--- config.mk ---
export PLATFORM = sky130hd
export DESIGN_NAME = reg_snap_ring
export DESIGN_NICKNAME = d
export VERILOG_FILES = /design/src/rtl/reg_snap_ring_pkg.sv /design/src/rtl/rowo_dpram.sv /design/src/rtl/reg_snap_ring.sv
export SDC_FILE = /design/constraint.sdc
export NUM_CORES = 2
export LEC_CHECK = 0
export BUFFER_PORTS_ARGS = -buffer_cell sky130_fd_sc_hd__buf_2
export CAP_MARGIN = 10
export CORE_MARGIN = 2
export CORE_UTILIZATION = 30
export CTS_CLUSTER_SIZE = 28
export DETAILED_ROUTE_END_ITERATION = 16
export HOLD_SLACK_MARGIN = 0.12
export SKIP_CTS_REPAIR_TIMING = 1
export SLEW_MARGIN = 20
export SYNTH_ARGS = -nofsm -noshare
export SYNTH_HDL_FRONTEND = slang
export SYNTH_SLANG_ARGS = --single-unit
export TNS_END_PERCENT = 10
--- constraint.sdc ---
create_clock -name clk -period 30 [get_ports clk]
set_clock_uncertainty 0.2 [all_clocks]
set_input_delay 3 -clock clk [delete_from_list [all_inputs] [get_ports clk]]
set_output_delay 3 -clock clk [all_outputs]
set_load 0.02 [all_outputs]
--- src/rtl/reg_snap_ring_pkg.sv ---
// Shared constants for the register-bank snapshot ring.
package reg_snap_ring_pkg;
  localparam int unsigned DROP_CNT_W = 16;
endpackage

--- src/rtl/rowo_dpram.sv ---
// Single-clock simple dual-port RAM: one write port, one registered read port.
module rowo_dpram #(
  parameter int unsigned rdw   = 32,
  parameter int unsigned wdw   = 32,
  parameter int unsigned raw   = 7,
  parameter int unsigned depth = 1 << raw
) (
  input  logic           clk,
  input  logic           wren,
  input  logic [raw-1:0] wraddr,
  input  logic [wdw-1:0] wrdata,
  input  logic           rden,
  input  logic [raw-1:0] rdaddr,
  output logic [rdw-1:0] rddata
);

  logic [wdw-1:0] mem [depth];

  always_ff @(posedge clk) begin
    if (wren && (32'(wraddr) < depth)) mem[wraddr] <= wrdata;
  end

  // Addresses past the populated depth read as zero.
  always_ff @(posedge clk) begin
    if (rden) begin
      if (32'(rdaddr) < depth) rddata <= rdw'(mem[rdaddr]);
      else                     rddata <= '0;
    end
  end

endmodule

--- src/rtl/reg_snap_ring.sv ---
// Coherent snapshot of a register bank into a multi-slot RAM ring; the host
// reads the oldest slot word-by-word and frees it with pop.
module reg_snap_ring
  import reg_snap_ring_pkg::*;
#(
  parameter int unsigned  DW        = 32,
  parameter int unsigned  REG_NUM   = 10,
  parameter int unsigned  SLOT_NUM  = 8,
  parameter bit           OVERWRITE = 1'b0,
  localparam int unsigned aw        = $clog2(SLOT_NUM*REG_NUM),
  localparam int unsigned sw        = $clog2(REG_NUM),
  localparam int unsigned pw        = $clog2(SLOT_NUM),
  localparam int unsigned lw        = $clog2(SLOT_NUM+1)
) (
  input  logic                  clk,
  input  logic                  rst,
  input  logic [REG_NUM*DW-1:0] seq_reg,
  input  logic                  write_trigger,
  output logic                  write_busy,
  output logic [sw-1:0]         select,
  input  logic                  pop,
  output logic [lw-1:0]         level,
  output logic                  empty,
  output logic                  full,
  output logic [DROP_CNT_W-1:0] drop_cnt,
  input  logic                  reg_rd,
  input  logic [sw-1:0]         reg_addr,
  output logic                  reg_ready,
  output logic [DW-1:0]         reg_readdata
);

  logic                  wr_active_q, wr_active_d;
  logic [sw-1:0]         select_q, select_d;
  logic [pw-1:0]         head_idx_q, head_idx_d, tail_idx_q, tail_idx_d;
  logic [aw-1:0]         head_base_q, head_base_d, tail_base_q, tail_base_d;
  logic [lw-1:0]         level_q, level_d;
  logic                  empty_q, empty_d, full_q, full_d;
  logic [DROP_CNT_W-1:0] drop_q, drop_d;
  logic                  ready_q, ready_d, rd_ok_q, rd_ok_d;
  logic [DW-1:0]         shadow_q [REG_NUM];

  logic          accept, commit, pop_eff, ovw_adv, tail_adv, drop_inc;
  logic [aw-1:0] ram_wraddr, ram_rdaddr;
  logic [DW-1:0] ram_rddata;

  // Per-cycle ring events; overwrite and pop share one tail advance.
  always_comb begin
    accept   = write_trigger && !wr_active_q && (!full_q || OVERWRITE);
    commit   = wr_active_q && (select_q == sw'(REG_NUM-1));
    pop_eff  = pop && !empty_q;
    ovw_adv  = accept && full_q;
    tail_adv = pop_eff || ovw_adv;
    drop_inc = (write_trigger && !accept) || (ovw_adv && !pop_eff);
  end

  always_comb begin
    wr_active_d = wr_active_q;
    select_d    = select_q;
    head_idx_d  = head_idx_q;
    head_base_d = head_base_q;
    tail_idx_d  = tail_idx_q;
    tail_base_d = tail_base_q;
    drop_d      = drop_q;

    if (accept) begin
      wr_active_d = 1'b1;
      select_d    = '0;
    end else if (wr_active_q) begin
      if (commit) begin
        wr_active_d = 1'b0;
        select_d    = '0;
      end else begin
        select_d = select_q + 1'b1;
      end
    end

    if (commit) begin
      if (head_idx_q == pw'(SLOT_NUM-1)) begin
        head_idx_d  = '0;
        head_base_d = '0;
      end else begin
        head_idx_d  = head_idx_q + 1'b1;
        head_base_d = head_base_q + aw'(REG_NUM);
      end
    end

    if (tail_adv) begin
      if (tail_idx_q == pw'(SLOT_NUM-1)) begin
        tail_idx_d  = '0;
        tail_base_d = '0;
      end else begin
        tail_idx_d  = tail_idx_q + 1'b1;
        tail_base_d = tail_base_q + aw'(REG_NUM);
      end
    end

    // Commit and overwrite never coincide (commit needs a busy engine).
    level_d = level_q + lw'(commit) - lw'(tail_adv);
    empty_d = (level_d == '0);
    full_d  = (level_d == lw'(SLOT_NUM));

    if (drop_inc && (drop_q != '1)) drop_d = drop_q + 1'b1;

    ready_d = reg_rd && !ready_q;
    rd_ok_d = reg_rd && !ready_q && !empty_q && (32'(reg_addr) < REG_NUM);
  end

  always_ff @(posedge clk) begin
    if (rst) begin
      wr_active_q <= 1'b0;
      select_q    <= '0;
      head_idx_q  <= '0;
      head_base_q <= '0;
      tail_idx_q  <= '0;
      tail_base_q <= '0;
      level_q     <= '0;
      empty_q     <= 1'b1;
      full_q      <= 1'b0;
      drop_q      <= '0;
      ready_q     <= 1'b0;
      rd_ok_q     <= 1'b0;
    end else begin
      wr_active_q <= wr_active_d;
      select_q    <= select_d;
      head_idx_q  <= head_idx_d;
      head_base_q <= head_base_d;
      tail_idx_q  <= tail_idx_d;
      tail_base_q <= tail_base_d;
      level_q     <= level_d;
      empty_q     <= empty_d;
      full_q      <= full_d;
      drop_q      <= drop_d;
      ready_q     <= ready_d;
      rd_ok_q     <= rd_ok_d;
    end
  end

  // Shadow copy decouples the slot contents from later bank changes.
  always_ff @(posedge clk) begin
    if (accept) begin
      for (int i = 0; i < REG_NUM; i++) shadow_q[i] <= seq_reg[i*DW +: DW];
    end
  end

  assign ram_wraddr = head_base_q + aw'(select_q);
  assign ram_rdaddr = tail_base_q + aw'(reg_addr);

  rowo_dpram #(
    .rdw   (DW),
    .wdw   (DW),
    .raw   (aw),
    .depth (SLOT_NUM*REG_NUM)
  ) u_ram (
    .clk    (clk),
    .wren   (wr_active_q),
    .wraddr (ram_wraddr),
    .wrdata (shadow_q[select_q]),
    .rden   (1'b1),
    .rdaddr (ram_rdaddr),
    .rddata (ram_rddata)
  );

  assign write_busy   = write_trigger | wr_active_q;
  assign select       = select_q;
  assign level        = level_q;
  assign empty        = empty_q;
  assign full         = full_q;
  assign drop_cnt     = drop_q;
  assign reg_ready    = ready_q;
  assign reg_readdata = rd_ok_q ? ram_rddata : '0;

endmodule

# --- After elaboration in Yosys (flattened, before gate mapping) ---
# Memory sizes are Yosys's and may differ from the RTL's. A register that Yosys moved wholly into a read port is not among the register bits.
# Index checks and enable logic that the tools add are counted.
classes:
  muxes: 15
  n_reduce_logical: 23
  div: 0
  n_eq_ne: 5
  n_bitwise: 1
  n_addsub: 10
  magnitude_cmp: 3
  shift: 0
  mul: 0
op_table:
  columns: ["cell", "n"]
  rows:
  - ["32-bit two-way mux", 1]
  - ["16-bit by 1-bit adder with 16-bit output, second input constant", 1]
  - ["16-bit inequality test, second input constant", 1]
  - ["7-bit by 4-bit adder with 7-bit output", 2]
  - ["7-bit by 4-bit adder with 7-bit output, second input constant", 2]
  - ["7-bit less-than comparator, second input constant", 2]
  - ["7-bit two-way mux", 2]
  - ["1-bit logical AND", 12]
  - ["4-bit two-way mux", 3]
  - ["4-bit equality test, second input constant", 2]
  - ["1-bit logical NOT", 7]
  - ["1-bit two-way mux", 7]
  - ["3-bit by 1-bit adder with 3-bit output, second input constant", 2]
  - ["3-bit equality test, second input constant", 2]
  - ["3-bit two-way mux", 2]
  - ["4-bit by 1-bit adder with 4-bit output", 1]
  - ["4-bit by 1-bit adder with 4-bit output, second input constant", 1]
  - ["4-bit logical NOT", 1]
  - ["4-bit less-than comparator, second input constant", 1]
  - ["4-bit by 1-bit subtractor with 4-bit output", 1]
  - ["1-bit logical OR", 2]
  - ["2-bit OR reduction", 1]
  - ["1-bit OR", 1]
totals:
  ramBits: 2880
  n_memories: 2
  word_cells: 71
  out_inout_bits: 60
  latch_bits: 0
  rom_bits: 0
  in_bits: 329
  regBits: 49
mem_list:
  columns: ["memory", "words", "word_bits", "read_ports", "rd_ports_with_merged_regs", "write_ports", "line", "text"]
  rows:
  - ["u_ram.mem", 80, 32, 1, 1, 1, "rowo_dpram.sv:17", "logic [wdw-1:0] mem [depth];"]
  - ["shadow_q", 10, 32, 1, 1, 10, "reg_snap_ring.sv:40", "logic [DW-1:0] shadow_q [REG_NUM];"]

# --- Depth between registers and ports, before layout ---
logic_depth:
  word_depth: 7
  ltp_mapped: 14

# --- Modules after synthesis ---
# From an unflattened synthesis, not the netlist that was laid out.
hier_totals:
  cells_unflattened: 5209
  hier_area_um2: 113814.2
modules_own_cells:
  columns: ["module", "instances", "cells_each", "seq_area_each_um2", "area_per_inst_um2"]
  rows:
  - ["rowo_dpram", 1, 4356, 77834.6, 98956.2]
  - ["reg_snap_ring", 1, 853, 10630.2, 14858.0]

# --- Worst setup path before layout ---
# No wires, ideal clock.
synth_path:
  path_kind: "input to register"
  from: "in write_trigger"
  to: "reg with a tool-made name"
  arrival_time_ps: 27416
  setup_time_ps: 145
  path_stages: 3
  setup_slack_ps: 2238
  required_time_ps: 29655
  n_path_buf: 0
  cell_sequence: "nor3b_1 > or3_1 > nor2_1"
synth_rtl:
  columns: ["item", "line", "text"]
  rows:
  - ["start: declaration", "reg_snap_ring.sv:18", "input logic write_trigger,"]

# --- Worst setup path after layout ---
layout_path:
  from: "in reg_addr[0]"
  to: "reg u_ram.rddata[14], read port of u_ram.mem"
layout_via:
  elab_chain_cells: 3
layout_lines:
  columns: ["item", "line", "text"]
  rows:
  - ["start: declaration", "reg_snap_ring.sv:27", "input logic [sw-1:0] reg_addr,"]
  - ["7-bit by 4-bit adder with 7-bit output (*)", "reg_snap_ring.sv:146", "assign ram_rdaddr = tail_base_q + aw'(reg_addr);"]
  - ["7-bit less-than comparator", "rowo_dpram.sv:26", "if (32'(rdaddr) < depth) rddata <= rdw'(mem[rdaddr]);"]
  - ["1-bit logical NOT (no line)", null, null]
  - ["end: declaration", "rowo_dpram.sv:14", "output logic [rdw-1:0] rddata"]
# Mark *: on every way between the ends. The rest lies on a longest branch, timed or not.
# A chain may end at the register's enable or synchronous reset.

==> implementation parameters <==
Parameter                              Value

Setup path
  Data arrival, critical path ... roughly 8.0 ns
  Reg2reg setup slack ... 24.80 ns
  Capture instance of the worst register-to-register path ... u_ram.rddata[20]
  Largest driver fanout on the critical path ... 59
  Required time at the worst-slack endpoint ... ~30 ns
  Critical Path Source Type ... input pin
  Origin of the critical flop-to-flop path ... tail_base_q[1]
  Type of the worst setup path ... in -> reg
  Worst r2r path cells ... 9
  Type of element capturing the critical path ... flop

Route
  Detail Route Antenna Nets ... 0
  Final routed wire length divided by cell count ... 28.57 microns
  Number of optimization iterations in the first detailed-route pass ... 5
  Number of vias per cell after detailed routing ... 5.136
  Detailed-route DRC error count ... 0
  WL final ... approximately 320000 microns
  Count of routing violations after the opening detailed-route iteration ... 6519
  Via count ... 57731

Timing
  Final count of pins violating max slew ... 0
  Final setup fails ... 0
  Time the final worst path needs with I/O delays and setup ... between 7 and 8 ns
  Setup ws final ... 22.54 ns
  Crit share post-route ... 0.2486
  Hold_ws ... 0.2710 ns
  F_max ... 134.1 MHz
  Final hold violations ... 0
  RSZ-0062 raised after global routing ... no
  Transition time at the pin with the least slew margin ... between 1 and 1.5 ns
  Worst slew margin relative to its limit ... 0.1764
  Setup_tns ... 0 ns

Clock tree
  Worst-Skew Late Latency ... 0.89 ns
  Clock tree from TritonCTS ... done
  Sink count of the clock tree ... 2963
  Bufs on Longest Clock Path ... 4
  H-tree depth ... 5
  Master cell of the clock root buffer ... clkbuf_16
  Clock slew at reported path FFs ... 0.07 ns
  Total CTS buffers ... 299

Synth
  Number of enable-type register cells in the synthesized netlist ... 2880
  Unique masters post-synth ... 58
  Most common flop cell mapped by yosys ... edfxtp_1
  Synthesized instance count ... 5399
  Synthesis-stage register bit count ... just under 3000
  Post-Syn Area ... between 0.1 and 0.15 sq mm
  Post-synthesis area per instance ... approximately 21 sq um
  Largest cells by area after synthesis ... edfxtp_1 76%, mux4_2 14%, mux2i_1 1.7%
  Async S/R FF share, synth ... 0
  Area share of the leading cell type in the synthesized netlist ... 0.7616
  Synth Net Count ... ~5700
  Proportion of synthesized chip area in sequential cells ... 0.7762
  Yosys warning count ... 0
  Largest area contributor in the netlist ... edfxtp_1

Placed design
  Number of port buffers ... 388
  Worst-case setup slack after placement ... roughly 21 ns
  Cells after DPL ... between 10000 and 15000
  Half-perimeter wire length after detailed placement ... 181300 microns
  Final estimated routing congestion in global placement ... between 0.8 and 0.9
  Placed instance area ... 0.1231 sq mm

Min path
  Worst Hold Path EP ... tail_idx_q[1]
  Kind of path behind the tightest hold check ... reg -> reg
  Source of the worst hold timing path ... tail_idx_q[1]
  Worst hold path depth ... 2

Power
  Static Leak ... 41.99 nW
  Areal power density over the cells ... approximately 80 mW/mm^2
  Largest voltage drop on the vdd net ... 0.00006941 V

Cells and area
  Cell area after layout ... 0.1327 sq mm
  Most common library cell in the layout ignoring fill and taps ... edfxtp_1
  Footprint of the multi-input gates ... roughly 0.025 sq mm
  Number of filler cells placed in the layout ... 34824
  Post-Layout Cell Count ... 11240
  Post-layout net count ... 6340
  Layout cells sized above 1 ... 0.2967
  Commonest cells after routing, fill and taps aside ... 2880 x edfxtp_1, 688 x mux4_2, 411 x nand2_1, 387 x buf_2, 308 x clkbuf_16
  Area Growth Syn to Fin ... 16.90%
  Sequential cell area ... 0.08816 sq mm

Die
  Core region area ... 0.3761 sq mm
  Io pins ... 389
  Die height ... 619.2 microns
  Rows ... 225
  Area of the die ... 0.3834 sq mm
  Starting density of the core ... 0.3019
  Floorplan die width ... 619.2 microns

Global route
  Vias in the first global route ... 58482
  Overall global routing resource usage ... 0.1635
  Leftover overflow at the end of global routing ... 0
  Pin count of the biggest net entering global routing ... 185
  First-pass GRT wire length ... 447700 microns
  Initial antenna violation count ... 47

Flow run
  Max cap viols ... 0

Run status
  Run status ... finished clean
==> stage by stage <==
stage / utilization / power, mW
2_1_floorplan: - / 6.249
4_1_cts: 0.3526 / 10.75
5_1_grt: 0.3529 / 10.98
3_5_place_dp: 0.3274 / 7.101
3_3_place_gp: 0.3273 / 7.056
6_report: 0.3529 / 10.67
==> logic make-up after synthesis <==
kind of cell | count (synthesis) | synth area share
AO/OA/AOI/OAI | 301 | 0.01750
buffers and inverters | 315 | 0.01214
AND/OR/NAND/NOR | 881 | 0.03536
XOR/XNOR | 39 | 0.003074
flip-flops | 2963 | 0.7762
adder cells (fa/ha/maj) | 21 | 0.002380
multiplexers | 879 | 0.1533
==> worst max path at each step <==
| stage | from | cells after the start | endpoint | slack (ns) |
|---|---|---|---|---|
| CTS | reg_addr[0] | 10 | u_ram.rddata[14] | 22.41 |
| global route | reg_addr[0] | 10 | u_ram.rddata[14] | 22.10 |
| detailed placement | reg_addr[0] | 10 | u_ram.rddata[14] | 21.47 |
| finish | reg_addr[0] | 10 | u_ram.rddata[14] | 22.54 |
| floorplan | write_trigger | 3 | flop | 2.24 |
| global placement | reg_addr[0] | 10 | u_ram.rddata[14] | 21.50 |
==> report_power, final <==
part / switching [mW] / internal [mW] / leakage, nW
Sequential: 0.107 / 4.96 / 26.8
Combinational: 1.35 / 0.576 / 10.6
Clock: 1.57 / 2.10 / 4.63
Total: 3.03 / 7.64 / 42.0
==> area by class of cell <==
class | instances | share of cell area
diodes | 28 | 0.0005278
clock buffers | 368 | 0.06021
clock inverters | 161 | 0.01122
inverters | 15 | 0.0004242
multi-input cells | 2121 | 0.1890
flip-flops and latches | 2963 | 0.6641
well taps | 4994 | 0.04707
repair buffers | 590 | 0.02747
==> Yosys cell counts (3+ instances only) <==
cell	instances
nand4_1	73
a21oi_1	80
xnor2_1	23
nand3_1	115
and3_1	21
nor4_1	9
nor2_1	122
and2_1	39
o2111ai_1	7
nor2b_1	38
dfxtp_1	83
o21ai_1	4
or3_1	10
mux2i_1	190
buf_1	33
inv_1	13
clkbuf_1	134
o21a_1	3
o21ai_0	29
mux4_2	688
a211oi_1	34
nand2_1	411
a31oi_1	16
nand2b_1	4
ha_1	20
and4_1	3
a21o_1	9
nor3_1	29
edfxtp_1	2880
a221oi_1	7
buf_2	121
a311oi_1	10
a32o_1	7
xor2_1	15
o22ai_1	57
buf_4	12
a32oi_1	23
==> routing by layer <==
layer  track usage  share of wire  up-vias
met1        0.2082           0.39    30952
met3       0.02827          0.075      484
li1              -              -    23535
met4       0.05982          0.038       20
met5             0        0.00041        -
met2        0.2794           0.50     2740
==> critical path, stage by stage <==
cell	delay, ns
buf_8	0.47
buf_4	0.78
buf_4	0.62
buf_4	0.76
buf_4	0.90
mux4_2	0.61
nand2_1	0.08
nand4_1	0.23
nand4_1	0.29
nand3_1	0.10
==> flip-flops by register name (all words and copies together) (netlist names), 4 cells and up, named ones only <==
register	flops
select	4
shadow_q	320
u_ram.mem	2560
drop_cnt	16
level	4
tail_base_q	6
head_base_q	6
u_ram.rddata	32
(Power assumes the default switching activity.)
